`src/rtl/load_store_unit.sv`:
```
// Load/store unit: takes the ALU result as the effective address, drives a req/gnt/rvalid
// data-memory port, aligns store data, extends load data and reports access faults.
module load_store_unit #(
    parameter int unsigned TIMEOUT_CYCLES = 255
) (
    input  logic        clk,
    input  logic        reset_n,
    input  logic        lsu_req_i,
    input  logic [31:0] lsu_addr_i,
    input  logic        lsu_wr_i,
    input  logic [1:0]  lsu_size_i,
    input  logic        lsu_zero_extnd_i,
    input  logic [31:0] lsu_wdata_i,
    output logic        lsu_busy_o,
    output logic        lsu_done_o,
    output logic [31:0] lsu_rdata_o,
    output logic        lsu_err_o,
    output logic [1:0]  lsu_err_code_o,
    output logic        mem_req_o,
    output logic [31:0] mem_addr_o,
    output logic        mem_wr_o,
    output logic [3:0]  mem_be_o,
    output logic [31:0] mem_wdata_o,
    input  logic        mem_gnt_i,
    input  logic        mem_rvalid_i,
    input  logic [31:0] mem_rdata_i
);
    typedef enum logic [2:0] {IDLE, REQ, RSP, DONE, ERR} state_t;

    localparam logic [1:0] CODE_MISALIGN = 2'b01;
    localparam logic [1:0] CODE_ILLEGAL  = 2'b10;
    localparam logic [1:0] CODE_TIMEOUT  = 2'b11;

    state_t      state, state_next;
    logic [15:0] cnt;
    logic        cnt_clr;
    logic        cnt_hit;
    logic [1:0]  code_p0, code_next;
    logic [31:0] addr_p0;
    logic [31:0] wdata_p0;
    logic [3:0]  be_p0;
    logic [1:0]  size_p0;
    logic        wr_p0;
    logic        zext_p0;
    logic        misaligned;

    function automatic logic [3:0] byte_enable(input logic [1:0] size, input logic [1:0] off);
        case (size)
            2'b00:   return 4'b0001 << off;
            2'b01:   return 4'b0011 << off;
            default: return 4'b1111;
        endcase
    endfunction

    function automatic logic [31:0] replicate(input logic [1:0] size, input logic [31:0] data);
        case (size)
            2'b00:   return {4{data[7:0]}};
            2'b01:   return {2{data[15:0]}};
            default: return data;
        endcase
    endfunction

    function automatic logic [31:0] extend(input logic [1:0] size, input logic [1:0] off,
                                           input logic zext, input logic [31:0] data);
        logic [31:0] s;
        s = data >> {off, 3'b000};
        case (size)
            2'b00:   return {{24{s[7] & ~zext}}, s[7:0]};
            2'b01:   return {{16{s[15] & ~zext}}, s[15:0]};
            default: return s;
        endcase
    endfunction

    assign misaligned = (lsu_size_i == 2'b01 && lsu_addr_i[0]) ||
                        (lsu_size_i == 2'b11 && lsu_addr_i[1:0] != 2'b00);
    // The awaited event on the last permitted cycle still wins over the timeout.
    assign cnt_hit = (cnt == 16'(TIMEOUT_CYCLES - 1));

    always_comb begin
        state_next = state;
        code_next  = code_p0;
        cnt_clr    = 1'b0;
        case (state)
            IDLE: begin
                if (lsu_req_i) begin
                    if (misaligned) begin
                        state_next = ERR;
                        code_next  = CODE_MISALIGN;
                    end else if (lsu_size_i == 2'b10) begin
                        state_next = ERR;
                        code_next  = CODE_ILLEGAL;
                    end else begin
                        state_next = REQ;
                        cnt_clr    = 1'b1;
                    end
                end
            end
            REQ: begin
                if (mem_gnt_i) begin
                    state_next = wr_p0 ? DONE : RSP;
                    cnt_clr    = 1'b1;
                end else if (cnt_hit) begin
                    state_next = ERR;
                    code_next  = CODE_TIMEOUT;
                end
            end
            RSP: begin
                if (mem_rvalid_i) begin
                    state_next = DONE;
                end else if (cnt_hit) begin
                    state_next = ERR;
                    code_next  = CODE_TIMEOUT;
                end
            end
            DONE:    state_next = IDLE;
            ERR:     state_next = IDLE;
            default: state_next = IDLE;
        endcase
    end

    always_ff @(posedge clk) begin
        if (!reset_n) begin
            state       <= IDLE;
            cnt         <= '0;
            code_p0     <= '0;
            lsu_rdata_o <= '0;
        end else begin
            state   <= state_next;
            code_p0 <= code_next;
            if (cnt_clr)
                cnt <= '0;
            else if (state == REQ || state == RSP)
                cnt <= cnt + 16'd1;
            if (state == RSP && mem_rvalid_i)
                lsu_rdata_o <= extend(size_p0, addr_p0[1:0], zext_p0, mem_rdata_i);
        end
    end

    // Request capture: the access attributes are frozen for the whole transaction.
    always_ff @(posedge clk) begin
        if (state == IDLE && lsu_req_i) begin
            addr_p0  <= lsu_addr_i;
            wr_p0    <= lsu_wr_i;
            size_p0  <= lsu_size_i;
            zext_p0  <= lsu_zero_extnd_i;
            be_p0    <= byte_enable(lsu_size_i, lsu_addr_i[1:0]);
            wdata_p0 <= replicate(lsu_size_i, lsu_wdata_i);
        end
    end

    assign lsu_busy_o     = (state != IDLE);
    assign lsu_done_o     = (state == DONE);
    assign lsu_err_o      = (state == ERR);
    assign lsu_err_code_o = lsu_err_o ? code_p0 : 2'b00;
    assign mem_req_o      = (state == REQ);
    assign mem_addr_o     = mem_req_o ? {addr_p0[31:2], 2'b00} : 32'd0;
    assign mem_wr_o       = mem_req_o & wr_p0;
    assign mem_be_o       = mem_req_o ? be_p0 : 4'b0000;
    assign mem_wdata_o    = mem_req_o ? wdata_p0 : 32'd0;
endmodule

```
`config.mk`:
```
export PLATFORM = sky130hd
export DESIGN_NAME = load_store_unit
export DESIGN_NICKNAME = d
export VERILOG_FILES = /design/src/rtl/load_store_unit.sv
export SDC_FILE = /design/constraint.sdc
export NUM_CORES = 1
export LEC_CHECK = 0
export ABC_AREA = 1
export BUFFER_PORTS_ARGS = -buffer_cell sky130_fd_sc_hd__clkbuf_2
export CAP_MARGIN = 15
export CORE_AREA = 5 5 167 89
export CTS_CLUSTER_SIZE = 30
export DETAILED_ROUTE_END_ITERATION = 16
export DIE_AREA = 0 0 172 94
export PLACE_DENSITY = 0.78
export SYNTH_ARGS = -nofsm -noshare
export SYNTH_HDL_FRONTEND = slang
export SYNTH_SLANG_ARGS = --single-unit
```
`constraint.sdc`:
```
create_clock -name clk -period 5.2 [get_ports clk]
set_clock_uncertainty 0.05 [all_clocks]
set_input_delay 1.04 -clock clk [delete_from_list [all_inputs] [get_ports clk]]
set_output_delay 1.04 -clock clk [all_outputs]
set_load 0.05 [all_outputs]
```
==> results.json <==
{
  "status": "complete, no violations",
  "grt_overflow": 0,
  "reg2reg_to": "lsu_rdata_o[10]",
  "grt_max_degree": 71,
  "whs_path_depth": 2,
  "fillers": 1203,
  "setup_viol": 0,
  "drt-total-wl_microns": 17600,
  "wl_per_cell_microns": 14.7,
  "worstPathArrival_ps": 2020,
  "multi_input_comb_area_sq_mm": 0.00242,
  "clock-sinks": 125,
  "ys_ff_latch": 125,
  "area_growth_pct": 25.9,
  "max_clock_freq_mhz": 322,
  "yosysMostFrequentCell": "nand2_1",
  "ys_top_cells_by_area": "edfxtp_1 (34%), dfxtp_1 (16%), nand2_1 (10%), inv_1 (8.6%), nor2_1 (8.6%)",
  "min_period_over_period": 0.598,
  "min-delay-start": "lsu_rdata_o[3]",
  "slowest_delay_ps": 540,
  "drcViolationCount": 0,
  "grt_pass1_vias": 5343,
  "yosysWarnings": 0,
  "yosysUniqueCellTypes": 41,
  "cts_setup_buffers": 0,
  "grt.total_usage": 0.213,
  "synth_top_cell_area_share": 0.336,
  "pre_cts_slack_ps": 2390,
  "min_to": "lsu_rdata_o[3]",
  "synth-seq-area-share": 0.501,
  "crit_path_end_kind": "primary output",
  "grt_pass1_wl_microns": 27000,
  "cts.repair.resized": 0,
  "vias": 5886,
  "htree_levels": 4,
  "place_area_sq_mm": 0.00748,
  "viasPerCell": 4.91,
  "start_kind": "flip-flop",
  "root_buffer": "clkbuf_16",
  "cts_tree": "built",
  "fp.dieW_microns": 172,
  "netlist_instances": 821,
  "final_cells": 1198,
  "initial_core_util": 0.487,
  "placed_cells": 1166,
  "power_density_mw_per_mm2": 467,
  "clk_latency_ps": 400,
  "fin_setup_tns_ps": 0,
  "rr_startpoint": "addr_p0[1]",
  "p_leak_nw": 4.17,
  "synth_flop_cell": "edfxtp_1",
  "synth_edf_count": 72,
  "hold_viol": 0,
  "drt-pass1-iter-count": 5,
  "relSlewSlack": 0.343,
  "nets": 1116,
  "synth_top_area_cell": "edfxtp_1",
  "antenna_found_initial": 0,
  "hold_path_class": "reg -> reg",
  "postCtsHoldBufs": 0,
  "drive_gt1_frac": 0.260,
  "die_y_microns": 94,
  "hpwlAfterDp_microns": 13000,
  "slew_violations": 0,
  "crit_buf_inv": 1,
  "cts_buffers": 17,
  "pin_count": 212,
  "fp-row-count": 30,
  "drt_iter0_drc": 567,
  "max_cap_viol_count": 0,
  "r2r_slack_ps": 2440,
  "syn_area_per_cell_sq_um": 7.83,
  "die-area_sq_mm": 0.0162,
  "worst-path-max-fanout": 70,
  "crit_type": "reg -> out",
  "peakVddDrop_uv": 235,
  "power.total_mw": 3.78,
  "path_cells": "nand2_4 -> nor2_1 -> clkbuf_2",
  "core_area_sq_mm": 0.0132,
  "antenna_cells": 0,
  "finalWorstPathRequiredPeriod_ps": 3110,
  "path_clk_slew_ps": 60,
  "rsz0062_at_grt": "no",
  "netlist_area_sq_mm": 0.00643,
  "crit_family": "simple AND/OR/NAND/NOR gates",
  "seqCellArea_sq_mm": 0.00322,
  "reg2reg_depth": 5,
  "stdcell_area_sq_mm": 0.00810,
  "async_reset_ff_frac": 0,
  "portBuffers": 209,
  "setup_slack_ps": 2090,
  "gp_congestion": 0.942,
  "ant_nets": 0,
  "ys_top_cells_by_count": "nand2_1 (177), inv_1 (147), nor2_1 (147)",
  "tightest_slew_ps": 982,
  "cts_buffer_depth": 2,
  "required_ps": 4110,
  "cpMaxStageDelayCell": "dfxtp_1"
}
-- where the power goes --
group          internal (mW)  leakage [nW]  total, mW  switching, mW
sequential              1.26          1.12       1.35         0.0882
clock                  0.801         0.291       1.25          0.446
combinational          0.260          2.76       1.19          0.930
-- through the flow --
stage,utilization,hold slack (ps)
3_3_place_gp,0.566,432
5_1_grt,0.613,489
4_1_cts,0.613,450
3_5_place_dp,0.566,438
6_report,0.613,452
2_1_floorplan,-,416
-- metal layers --
layer  vias up  track usage  part of all wire
li1       2950            -                 -
met1      2640        0.310              0.46
met2       273        0.313              0.42
met3        23       0.0605              0.11
met4         0       0.0510             0.012
met5         -            0                 0
-- logic make-up (layout without fill, tap and decap cells) --
kind of cell / after synthesis / count (layout) / synth area share
other: 1 / 2 / 0.000583
XOR/XNOR: 4 / 4 / 0.00545
AND/OR/NAND/NOR: 392 / 392 / 0.256
AO/OA/AOI/OAI: 104 / 104 / 0.108
buffers and inverters: 193 / 393 / 0.125
flip-flops: 125 / 125 / 0.501
adder cells (fa/ha/maj): 2 / 2 / 0.00389
-- area by class of cell --
class	count	area share
inverter	151	0.0700
clock buffer	17	0.0525
tap	176	0.0272
multi-input combinational	504	0.298
sequential	125	0.398
clock inverter	15	0.0239
timing repair buffer	210	0.130
-- sequential cells by signal, summed over array words and instances, names as in the netlist --
| signal | flops |
|---|---|
| addr_p0 | 32 |
| size_p0 | 2 |
| be_p0 | 4 |
| wdata_p0 | 32 |
| cnt | 16 |
| code_p0 | 2 |
| wr_p0 | 1 |
| zext_p0 | 1 |
| lsu_rdata_o | 32 |
| state | 3 |
-- cell usage in the layout (no fill, tap or decap), drive strengths merged --
cell	netlist	final
a21o	4	4
a21oi	12	12
a31oi	11	11
and2	2	2
buf	26	1
bufinv	0	4
clkbuf	16	226
clkinv	1	5
clkinvlp	0	4
conb	1	2
dfxtp	53	53
edfxtp	72	72
ha	2	2
inv	150	153
nand2	183	183
nand3	42	42
nand3b	1	1
nand4	5	5
nor2	152	152
nor3	2	2
o211ai	24	24
o21a	21	21
o21ai	27	27
o21bai	1	1
o31ai	4	4
or2	5	5
xnor2	1	1
xor2	3	3
-- tightest hold or removal path, delay by kind of cell, from the launching register on --
kind,cells,cell delay (ps)
DFF,1,330
AOI/OAI and AO/OA,1,100
buffers and inverters,1,50
-- how the worst max path moves through the flow --
stage	to	start	cells past startpoint	slack (ps)
5_1_grt	mem_wdata_o[3]	state[0]	3	1900
3_5_place_dp	addr_p0[23]	lsu_req_i	4	2390
3_3_place_gp	addr_p0[3]	lsu_req_i	4	2410
4_1_cts	mem_wdata_o[3]	state[1]	4	2030
6_report	mem_wdata_o[3]	state[0]	3	2090
2_1_floorplan	cnt[8]	lsu_req_i	6	1430
Note: power is estimated with default switching activity, not from simulation.
